`config.mk`:
```
export PLATFORM = sky130hd
export DESIGN_NAME = twiddle_gen
export DESIGN_NICKNAME = d
export VERILOG_FILES = /design/src/rtl/fft_pkg.sv /design/src/rtl/twiddle_rom_q.sv /design/src/rtl/twiddle_gen.sv
export SDC_FILE = /design/constraint.sdc
export NUM_CORES = 1
export LEC_CHECK = 0
export CORE_MARGIN = 1
export CORE_UTILIZATION = 57
export CTS_CLUSTER_SIZE = 30
export DETAILED_ROUTE_END_ITERATION = 6
export PLACE_DENSITY = 0.85
export SYNTH_ARGS = -nofsm -noshare
export SYNTH_HDL_FRONTEND = slang
export SYNTH_SLANG_ARGS = --single-unit
```
`constraint.sdc`:
```
create_clock -name clk -period 6.7 [get_ports clk]
set_clock_uncertainty 0.15 [all_clocks]
set_input_delay 0.67 -clock clk [delete_from_list [all_inputs] [get_ports clk]]
set_output_delay 0.67 -clock clk [all_outputs]
set_load 0.01 [all_outputs]
```
`src/rtl/fft_pkg.sv`:
```
// fft_pkg: shared definitions for the FFT twiddle generator.
//   state_e          - twiddle_gen sequencer states
//   quad_e           - quadrant of the exponent e (top two bits of e)
//   log2n()          - transform length -> address width
//   quarter_cos()    - elaboration-time quarter-wave cosine generator
package fft_pkg;

  typedef enum logic {
    S_IDLE,
    S_RUN
  } state_e;

  typedef enum logic [1:0] {
    QUAD_0 = 2'd0,
    QUAD_1 = 2'd1,
    QUAD_2 = 2'd2,
    QUAD_3 = 2'd3
  } quad_e;

  function automatic int log2n(input int n);
    return $clog2(n);
  endfunction

  // pi in Q30 fixed point
  localparam longint PI_Q30 = 64'sd3373259426;
  localparam int     FRAC   = 30;

  // round(cos(2*pi*r/n) * (2^(w-1)-1)) for 0 <= r <= n/4, using integer-only
  // Taylor evaluation so the table folds to constants at elaboration.
  // Terms up to x^18 keep the error far below one LSB for x <= pi/2.
  function automatic int quarter_cos(input int r, input int n, input int w);
    longint x;
    longint x2;
    longint term;
    longint sum;
    longint amp;
    x    = (2 * PI_Q30 * longint'(r)) / longint'(n);
    x2   = (x * x) >>> FRAC;
    term = longint'(1) <<< FRAC;
    sum  = term;
    for (int unsigned i = 1; i <= 9; i++) begin
      term = -(((term * x2) >>> FRAC) / longint'((2 * i - 1) * (2 * i)));
      sum  = sum + term;
    end
    amp = (longint'(1) <<< (w - 1)) - 1;
    return int'((sum * amp + (longint'(1) <<< (FRAC - 1))) >>> FRAC);
  endfunction

endpackage

```
`src/rtl/twiddle_rom_q.sv`:
```
// twiddle_rom_q: quarter-wave cosine table C[r], r = 0..N/4, two
// combinational read ports so one word needs C[r] and C[N/4-r] together.
//   i_addr_a/i_addr_b : table addresses (out-of-range reads return 0)
//   o_data_a/o_data_b : C[i_addr_a], C[i_addr_b]
module twiddle_rom_q
  import fft_pkg::*;
#(
  parameter  int BIT_WIDTH = 8,
  parameter  int FFT_SIZE  = 16,
  localparam int LOG2N     = log2n(FFT_SIZE),
  localparam int AW        = LOG2N - 1
) (
  input  logic        [AW-1:0]        i_addr_a,
  input  logic        [AW-1:0]        i_addr_b,
  output logic signed [BIT_WIDTH-1:0] o_data_a,
  output logic signed [BIT_WIDTH-1:0] o_data_b
);

  localparam int DEPTH = FFT_SIZE / 4 + 1;

  logic signed [BIT_WIDTH-1:0] w_tab [DEPTH];

  for (genvar g = 0; g < DEPTH; g++) begin : g_tab
    localparam int CV = quarter_cos(g, FFT_SIZE, BIT_WIDTH);
    assign w_tab[g] = BIT_WIDTH'(CV);
  end

  always_comb begin
    o_data_a = '0;
    o_data_b = '0;
    if (int'(i_addr_a) < DEPTH) o_data_a = w_tab[i_addr_a];
    if (int'(i_addr_b) < DEPTH) o_data_b = w_tab[i_addr_b];
  end

endmodule

```
`src/rtl/twiddle_gen.sv`:
```
// twiddle_gen: streams the N/2 FFT twiddle factors W^e, e = (k << stride)
// mod N, k = 0..N/2-1, as (cos, -sin) pairs over a valid/ready handshake.
//   clk, rst        : clock, asynchronous active-high reset
//   start, stride   : request a sequence (IDLE only), exponent step 2^stride
//   out_ready       : consumer accepts current word
//   out_valid       : word valid; weight_re/weight_im/out_index/out_last
//   busy            : from accepted start until last word accepted
module twiddle_gen
  import fft_pkg::*;
#(
  parameter  int BIT_WIDTH = 8,
  parameter  int FFT_SIZE  = 16,
  localparam int LOG2N     = log2n(FFT_SIZE),
  localparam int SW        = $clog2(LOG2N),
  localparam int KW        = LOG2N - 1
) (
  input  logic                        clk,
  input  logic                        rst,
  input  logic                        start,
  input  logic        [SW-1:0]        stride,
  input  logic                        out_ready,
  output logic                        out_valid,
  output logic signed [BIT_WIDTH-1:0] weight_re,
  output logic signed [BIT_WIDTH-1:0] weight_im,
  output logic        [KW-1:0]        out_index,
  output logic                        out_last,
  output logic                        busy
);

  localparam logic [KW-1:0] K_LAST = KW'(FFT_SIZE / 2 - 1);
  localparam logic [KW-1:0] QTR    = KW'(FFT_SIZE / 4);

  state_e                      r_state;
  logic        [KW-1:0]        r_k;
  logic        [SW-1:0]        r_stride;
  logic                        r_valid;
  logic                        r_busy;
  logic                        r_last;
  logic signed [BIT_WIDTH-1:0] r_re;
  logic signed [BIT_WIDTH-1:0] r_im;

  logic        [SW-1:0]        w_stride_sat;
  logic        [SW-1:0]        w_stride_sel;
  logic        [KW-1:0]        w_k_next;
  logic        [LOG2N-1:0]     w_e;
  quad_e                       w_quad;
  logic        [KW-1:0]        w_addr_a;
  logic        [KW-1:0]        w_addr_b;
  logic signed [BIT_WIDTH-1:0] w_ca;
  logic signed [BIT_WIDTH-1:0] w_cb;
  logic signed [BIT_WIDTH-1:0] w_re;
  logic signed [BIT_WIDTH-1:0] w_im;
  logic                        w_hs;

  assign w_stride_sat = (int'(stride) >= LOG2N) ? SW'(LOG2N - 1) : stride;

  // The word for the index about to be presented is computed from next-k so
  // it can be registered on the same edge that advances the counter.
  assign w_stride_sel = (r_state == S_IDLE) ? w_stride_sat : r_stride;
  assign w_k_next     = (r_state == S_IDLE) ? '0 : r_k + 1'b1;
  assign w_e          = {1'b0, w_k_next} << w_stride_sel;
  assign w_quad       = quad_e'(w_e[LOG2N-1 -: 2]);
  assign w_addr_a     = {1'b0, w_e[LOG2N-3:0]};
  assign w_addr_b     = QTR - w_addr_a;
  assign w_hs         = r_valid & out_ready;

  twiddle_rom_q #(
    .BIT_WIDTH (BIT_WIDTH),
    .FFT_SIZE  (FFT_SIZE)
  ) u_rom (
    .i_addr_a (w_addr_a),
    .i_addr_b (w_addr_b),
    .o_data_a (w_ca),
    .o_data_b (w_cb)
  );

  // Quadrant fold: C[r] = cos part, C[N/4-r] = sin part within the quadrant.
  always_comb begin
    w_re = '0;
    w_im = '0;
    unique case (w_quad)
      QUAD_0: begin w_re =  w_ca; w_im = -w_cb; end
      QUAD_1: begin w_re = -w_cb; w_im = -w_ca; end
      QUAD_2: begin w_re = -w_ca; w_im =  w_cb; end
      QUAD_3: begin w_re =  w_cb; w_im =  w_ca; end
    endcase
  end

  always_ff @(posedge clk or posedge rst) begin
    if (rst) begin
      r_state  <= S_IDLE;
      r_k      <= '0;
      r_stride <= '0;
      r_valid  <= 1'b0;
      r_busy   <= 1'b0;
      r_last   <= 1'b0;
      r_re     <= '0;
      r_im     <= '0;
    end else begin
      unique case (r_state)
        S_IDLE: begin
          if (start) begin
            r_state  <= S_RUN;
            r_stride <= w_stride_sat;
            r_k      <= '0;
            r_valid  <= 1'b1;
            r_busy   <= 1'b1;
            r_last   <= (K_LAST == '0);
            r_re     <= w_re;
            r_im     <= w_im;
          end
        end
        S_RUN: begin
          if (w_hs) begin
            if (r_last) begin
              r_state <= S_IDLE;
              r_k     <= '0;
              r_valid <= 1'b0;
              r_busy  <= 1'b0;
              r_last  <= 1'b0;
              r_re    <= '0;
              r_im    <= '0;
            end else begin
              r_k    <= w_k_next;
              r_last <= (w_k_next == K_LAST);
              r_re   <= w_re;
              r_im   <= w_im;
            end
          end
        end
      endcase
    end
  end

  assign out_valid = r_valid;
  assign busy      = r_busy;
  assign out_last  = r_last;
  assign out_index = r_k;
  assign weight_re = r_re;
  assign weight_im = r_im;

endmodule

```
Word level (Yosys, flattened, before mapping). Memory sizes are Yosys's and may differ from the RTL's. Index checks and enable logic that the tools add are counted.

Memories kept: 2. ROM bits: 128. Bits in latches: 0. Input bits: 6. Memory bits (writable): 0. Output and inout bits: 22. Register bits after elaboration: 24. Word-level logic and storage cells: 67.

Memory list: (name not given) (words 8, bits a word 8, rd ports 1, clocked after Yosys merged registers in 0, wr ports 0, line twiddle_rom_q.sv:31) `if (int'(i_addr_a) < DEPTH) o_data_a = w_tab[i_addr_a];`; (name not given) (words 8, bits a word 8, rd ports 1, clocked after Yosys merged registers in 0, wr ports 0, line twiddle_rom_q.sv:32) `if (int'(i_addr_b) < DEPTH) o_data_b = w_tab[i_addr_b];`.

Multiply operators: 0. Eq/ne operators: 7. Div/mod/pow operators: 0. $add $sub $neg: 4. Mux-type cells: 34. Order comparisons: 4. Shift operators: 1. Reduce and logical (&&, ||, !) cells: 4. Bitwise operators: 4.

Operators with widths (number): $mux 8 (12); $pmux 8 s4 (2); $pmux 8 s2 (2); $neg 8->8 (2); $mux 3 (4); $mux 1 (9); $ge 4x4->1 const B (2); $pmux 1 s2 (3); $pmux 3 s2 (1); $eq 2x2->1 const B (2); $ne 2x1->1 const B (2); $not 2->4 (1); $not 3->4 (1); $reduce_and 2->1 (2); $shl 3x2->4 (1); $add 3x1->3 const B (1); $eq 3x3->1 const B (1); $lt 2x3->1 const B (1); $lt 3x3->1 const B (1); $reduce_and 3->1 (1); $sub 3x2->3 const A (1); $eq 2x1->1 const B (1); $logic_not 2->1 (1); $mux 2 (1); 3 further kinds (3).

Longest topological paths before layout. Gate-level depths: netlist (run 1).

Depth after elaboration: 14. Depth in mapped cells: 12. Depth with buffers taken out: 11.

By module. A second synthesis (run 1) with hierarchy kept.

Cells, all modules: 248. Area, all modules: 1946.9 µm².

By module, submodules not included: twiddle_gen (sequential area each 600.6 µm², cells an instance 229, area an instance 1840.5 µm², times used 1); twiddle_rom_q (sequential area each 0.0 µm², cells an instance 19, area an instance 106.4 µm², times used 1).

Worst setup path after synthesis (run 1). Ideal clock, no wire load.

Path type: reg2reg. Start point: register r_k[0], in the netlist out_index[0]. End point: register r_re[3], in the netlist weight_re[3]. Clock period less this slack: 3.149 ns. Arrival: 2.863 ns. Path buffers: 2. Cell stages (with the launch flop): 13. Setup time: 0.136 ns. Slack: 3.551 ns. Data required time: 6.414 ns. Cell sequence: dfrtp_1 -> ha_1 -> and2b_1 -> o21ai_0 -> inv_1 -> ha_1 -> clkbuf_1 -> inv_1 -> ha_1 -> clkbuf_1 -> xnor2_1 -> a221oi_1 -> o211ai_1.

Longest elaborated chain between the ends: 14. Elaborated cells between the ends (all ways): 27. Those cells by class: add/sub (4); order compare (2); eq/ne (3); shift (1); mux (12); bitwise (2); reduce/logical (1); memory (2).

RTL lines: from (decl) (line twiddle_gen.sv:34) `logic [KW-1:0] r_k;`; from (signal assigned) (line twiddle_gen.sv:124) `r_k <= w_k_next;`; $add 3x1->3 * (line twiddle_gen.sv:60) `assign w_k_next = (r_state == S_IDLE) ? '0 : r_k + 1'b1;`; $mux 3 * (line twiddle_gen.sv:60); $shl 3x2->4 * (line twiddle_gen.sv:61) `assign w_e = {1'b0, w_k_next} << w_stride_sel;`; $sub 3x2->3 (line twiddle_gen.sv:64) `assign w_addr_b = QTR - w_addr_a;`; $not 3->4 (implied by the code) (line twiddle_rom_q.sv:32); $mem_v2 8x8; $mux 8 (implied by the code) (2 in a row) (line twiddle_rom_q.sv:32); $mux 8 (line twiddle_rom_q.sv:32); $neg 8->8 (line twiddle_gen.sv:83) `QUAD_1: begin w_re = -w_cb; w_im = -w_ca; end`; $pmux 8 s4 * (line twiddle_gen.sv:81) `unique case (w_quad)`; $mux 8 (line twiddle_gen.sv:115) `if (r_last) begin`; $mux 8 (line twiddle_gen.sv:114) `if (w_hs) begin`; $pmux 8 s2 * (line twiddle_gen.sv:100) `unique case (r_state)`; to (signal assigned) (line twiddle_gen.sv:109) `r_re <= w_re;`; to (signal assigned) (line twiddle_gen.sv:126) `r_re <= w_re;`; to (decl) (line twiddle_gen.sv:39) `logic signed [BIT_WIDTH-1:0] r_re;`.

Mark *: on every way between the ends. The rest lies on a longest branch, timed or not. The select of a mux whose other input is x is not followed. A chain may end at the register's enable or synchronous reset.

Worst setup path after layout (run 1). Same ends and word-level chain as after synthesis.

==> run metrics, run 1 <==
GRT overflow 0; fin cells 230; Max Fanout on Critical Path 11; #FFs+latches synth 24; Yosys top cell area share between 30 and 40%; Simple-Gate Fraction of Synth Area roughly 20%; Starting DRT DRC Count 84; DR pass1 iterations 4; H-tree Lvls 1; fin crit period 3.562 ns; HP Class flip-flop to flip-flop; Die W 56.14 um; Nets around 220; mux cell area share after synthesis under 10%; Sequential Power Share approximately 24%; RSZ-0062 raised after global routing no; Synth Area in XOR/XNOR approximately 3.7%; Synth cell types 54; reg2reg setup slack approximately 3.1 ns; WL per Instance between 15 and 20 um; Comb power frac 66.5%; WS Path Type flip-flop to flip-flop; clock latency on the worst-skew pair 0.32 ns; Final Max Slew Viols 0; Clock power frac a little under a tenth; Async S/R FF share, synth 100.0%; Clock Tree Root clkbuf_4; antenna violations before repair 0; Die Y-Extent approximately 56 um; Max Cap Viol 0; # resized after CTS 0; maximum VDD drop 0.4577 mV; postcts setup bufs 0; post-synth top area cell dfrtp_1; synth warn 0; top cells by area, synth dfrtp_1, ha_1, nand2_1; Post-Syn Instances between 150 and 200; Initial Util between 60% and 70%; Critical Path Sink Type flip-flop; leakage 0.8290 nW; I/O pin count 28; outcome finished, final reports clean; main combinational cell family by area after synthesis compound AO/OA/AOI/OAI gates; Post-synth top cells dfrtp_1, nand2_1, o21ai_0; die area approximately 3200 um^2; Avg Synthesized Cell Area between 9 and 10 um^2; number of flops mapped to enable cells by yosys 0; Final Setup Violations 0; P&R area growth vs syn 18.43%; share of post-route cells with drive strength above 1 under 10%; Post-Syn Area between 1500 and 2000 um^2; Pwr per Cell Area slightly below 600 nW/um^2; hold_ws 0.3597 ns; Adder-Cell Fraction of Synth Area roughly 6.7%; Routed Antenna Nets 0; pre-CTS WS 3.255 ns; CP required between 6 and 7 ns; crit start category flip-flop; Clock Pin Slew Worst Setup and Hold Paths around 0.14 ns; fin crit share about 53%; residual DRC count 0; GRT Overall Usage approximately 28%; WP data arrival around 3.6 ns; hold-fix buffers at CTS 0; Psw roughly 0.55 mW; DR vias/cell between 6 and 7; largest net degree at the start of global routing 25; Num Clock Sinks 24; port bufs 27; CTS buffer count 3; number of global-route vias before repair 1,429; fmax roughly 0.28 GHz; placed cell count about 230; Syn Nets ~190; Worst-Margin Slew approximately 0.9 ns; global-route wire length before repair ~7000 um; sequential element share of the synthesized area around 36%; relative slew slack approximately two fifths; final HPWL from detailed placement 2883 um; post-synthesis compound-gate area fraction roughly 25%; internal cell power about 0.61 mW; Placeable Area about 2800 um^2; Sum Neg Setup Slack 0 ns; Fin. Hold Viols 0; # rows 19; Clock Path Buffers 2; Final Wtd Congestion roughly 0.88; WL final roughly 4000 um; post-route setup slack 3.138 ns; total number of vias about 1,500; count of filler cells inserted in the layout between 200 and 250; antenna cells 0; Synth Flop Type dfrtp_1; CTS tree built; switch share 47.62%
cells in the final DEF, fill, tap and decap left out, types with 4 or more instances in the layout:
cell / n
nand2_1: 24
a31oi_1: 4
o2111ai_1: 4
xnor2_1: 6
inv_1: 9
o21ai_0: 11
a21oi_1: 6
a32o_1: 4
o221ai_1: 5
ha_1: 9
nand2b_1: 4
o211ai_1: 4
clkdlybuf4s50_1: 27
dfrtp_1: 24
nor2_1: 5
power by group through the flow:
stage,clock [mW],combinational (mW),sequential (mW)
detailed placement,0,0.757,0.284
finish,0.107,0.772,0.282
floorplan,0,0.538,0.277
global route,0.114,0.850,0.291
CTS,0.109,0.763,0.281
global placement,0,0.739,0.277
flip-flops by register name, indices dropped and copies added (netlist names):
register	flops
r_state	1
out_last	1
weight_re	8
busy	1
r_stride	2
weight_im	8
out_index	3
worst max-delay path: stages (launching register included):
cell      delay, ns
dfrtp_1        0.53
ha_1           0.46
and2b_1        0.25
o21ai_0        0.51
inv_1          0.27
ha_1           0.36
inv_1          0.12
ha_1           0.33
xnor2_1        0.11
a221oi_1       0.26
o211ai_1       0.13
layout make-up:
cell class,instances,area (um^2),share of cell area (%)
clock buffers,3,22.52,1.139
clock inverters,1,30.03,1.518
well taps,31,38.79,1.961
repair buffers,28,277.8,14.04
multi-input cells,134,974.7,49.27
inverters,9,33.78,1.708
flip-flops and latches,24,600.6,30.36
per-layer routing:
layer | vias up | global-route usage (%) | share of wire, %
li1 | 711 | - | -
met1 | 690 | 36.77 | 44
met2 | 52 | 46.43 | 50
met3 | 9 | 3.256 | 4.4
met4 | 0 | 10.10 | 1.6
met5 | - | 0 | 0
stage by stage:
step / power (mW) / instance area, um^2 / utilization (%)
after floorplan: 0.8147 / 1670 / -
after global placement: 1.016 / 1926 / 69.83
after detailed placement: 1.041 / 1926 / 69.83
after CTS: 1.153 / 1978 / 71.73
after global routing: 1.255 / 1978 / 71.73
final: 1.161 / 1978 / 71.73
worst paths after layout:
path | start | end | depth (start not counted)
hold / removal | weight_im[4] | weight_im[4] | 2
setup / recovery | out_index[0] | weight_re[3] | 10
hold reg to reg | weight_im[4] | weight_im[4] | 2
setup reg to reg | out_index[0] | weight_re[3] | 10
min in group asynchronous | rst | weight_re[3] | 2
max in group asynchronous | rst | out_index[0] | 2
cell families after synthesis:
| group | count (synthesis) |
|---|---|
| buffers and inverters | 20 |
| AO/OA/AOI/OAI | 55 |
| XOR/XNOR | 7 |
| flip-flops | 24 |
| adder cells (fa/ha/maj) | 9 |
| AND/OR/NAND/NOR | 60 |
| multiplexers | 3 |
(Power assumes the default switching activity.)
==> run 2, diff against run 1 <==
- CORE_UTILIZATION: 57 -> 53
- PLACE_DENSITY: 0.85 -> 0.8
- clock period: 6.7 -> 3.65 ns (I/O delays scaled with it)
==> run 2 against run 1 <==
  * Die area rose by 7.3%
  * Final area barely moved
  * Critical path depth did not move
  * Core utilization fell by 6.4 points
  * Fmax rose by 7.9%
  * Combinational power rose by 87%
  * Non-clock buffer count rose by 2
  * Hold slack got worse by 0.0088 ns
  * Critical endpoint is now weight_re[4]
  * Largest power group unchanged
==> run metrics, run 2 (synthesis results as in run 1) <==
CTS tree built; die area around 3400 um^2; Cells on Worst Hold Path 2; outcome finished, final reports clean; Fin. Hold Viols 0; DP Area approximately 2000 um^2; Reg-to-Reg Start out_index[0]; I/O pin count 28; crit start category flip-flop; Worst R2R Path Depth 10; Starting DRT DRC Count between 40 and 50; antenna violations before repair 0; fin crit share about nine tenths; WL per Instance 16.45 um; Hold EP weight_re[7]; # rows 20; Num Clock Sinks 24; leakage ~0.82 nW; Critical Path Sink Type flip-flop; hold-fix buffers at CTS 0; Total Power 2.079 mW; P&R area growth vs syn 18.50%; CP required about 3.7 ns; antenna cells 0; GRT Overall Usage 26.80%; relative slew slack roughly 40%; Max Fanout on Critical Path 11; Clock Path Buffers 2; H-tree Lvls 1; Max Cap Viol 0; Die Y-Extent between 50 and 60 um; total number of vias 1,456; Psw between 1 and 1.5 mW; Clock Pin Slew Worst Setup and Hold Paths between 0.1 and 0.15 ns; fin crit period ~3.3 ns; port bufs 27; post-route cell area approximately 2000 um^2; number of global-route vias before repair between 1,000 and 1,500; Final Wtd Congestion between 0.9 and 1; count of filler cells inserted in the layout roughly 260; DR pass1 iterations 4; Comb power frac between 60% and 70%; WP data arrival 3.37 ns; Placeable Area between 3000 and 4000 um^2; pre-CTS WS about 0.38 ns; Clock Tree Root clkbuf_4; HP Start weight_re[7]; Die W around 58 um; WS Path Type flip-flop to flip-flop; internal cell power 1.061 mW; # resized after CTS 0; final HPWL from detailed placement around 3100 um; CTS buffer count 3; fmax 0.3029 GHz; Sum Neg Setup Slack 0 ns; Worst-Margin Slew approximately 0.9 ns; Initial Util 55.17%; Final Max Slew Viols 0; Routed Antenna Nets 0; Nets 217; post-route setup slack around 0.35 ns; switch share around 49%; clock latency on the worst-skew pair ~0.31 ns; WL final between 4000 and 5000 um; reg-to-reg critical path endpoint weight_re[4]; maximum VDD drop about 0.54 mV; largest net degree at the start of global routing 25; Clock power frac 5.7%; residual DRC count 0; Sequential Power Share around a quarter; hold_ws about 0.35 ns; RSZ-0062 raised after global routing no; HP Class flip-flop to flip-flop; DR vias/cell a little under 6; share of post-route cells with drive strength above 1 approximately 7.5%; global-route wire length before repair 6989 um; GRT overflow 0; reg2reg setup slack around 0.35 ns; Pwr per Cell Area 1050 nW/um^2; most common cell after layout, fill and taps aside clkdlybuf4s50_1; most frequent cells in the layout clkdlybuf4s50_1, nand2_1, dfrtp_1, o21ai_0; Final Setup Violations 0; postcts setup bufs 0
-- run 2: cell types whose count changed in the layout (fill, tap and decap cells not counted) --
cell	before	now
buf_4	1	3
bufinv_16	1	0
-- run 2: layer usage --
layer | wire length, um | part of all wire (%) | up-vias | GRT usage [%]
met5 | 0 | 0 | - | 0
met4 | 87 | 2.2 | 0 | 9.524
met3 | 132 | 3.3 | 9 | 3.125
met2 | 1857 | 46 | 44 | 41.87
met1 | 1938 | 48 | 696 | 38.29
li1 | - | - | 707 | -
-- run 2: how the worst max path moves through the flow --
stage                            start      endpoint  slack [ns]  cells past startpoint
after floorplan           out_index[0]  weight_re[3]        0.50                     12
after global placement    out_index[0]  weight_re[4]        0.59                     10
after detailed placement  out_index[0]  weight_re[4]        0.38                     10
after CTS                 out_index[0]  weight_re[4]        0.37                     10
after global routing      out_index[0]  weight_re[4]        0.14                     10
final                     out_index[0]  weight_re[4]        0.35                     10
-- run 2: cell type report --
cell class	count	area [um^2]	share of cell area [%]
timing repair buffer	30	292.8	14.79
multi-input combinational	134	974.7	49.24
clock buffer	3	22.52	1.138
sequential	24	600.6	30.34
inverter	9	33.78	1.707
tap	44	55.05	2.781
-- run 2: through the flow --
| stage | cells | util (%) |
|---|---|---|
| finish | 244 | 65.37 |
| detailed placement | 241 | 64.63 |
| global route | 244 | 65.37 |
| global placement | 241 | 64.63 |
| CTS | 244 | 65.37 |
| floorplan | 178 | - |
-- run 2: power by group through the flow --
stage | Clock (mW) | Sequential [mW] | Combinational (mW)
5_1_grt | 0.132 | 0.538 | 1.59
3_5_place_dp | 0 | 0.522 | 1.42
3_3_place_gp | 0 | 0.511 | 1.40
6_report | 0.118 | 0.517 | 1.44
4_1_cts | 0.118 | 0.515 | 1.43
2_1_floorplan | 0 | 0.509 | 0.987
-- run 2: critical path, cell delays in order, from the launching register on --
cell and delay [ns]:
dfrtp_1 0.52, ha_1 0.50, and2b_1 0.25, o21ai_0 0.16
inv_1 0.23, ha_1 0.37, inv_1 0.10, ha_1 0.29
and3_1 0.24, nand2b_1 0.14, a32o_1 0.26
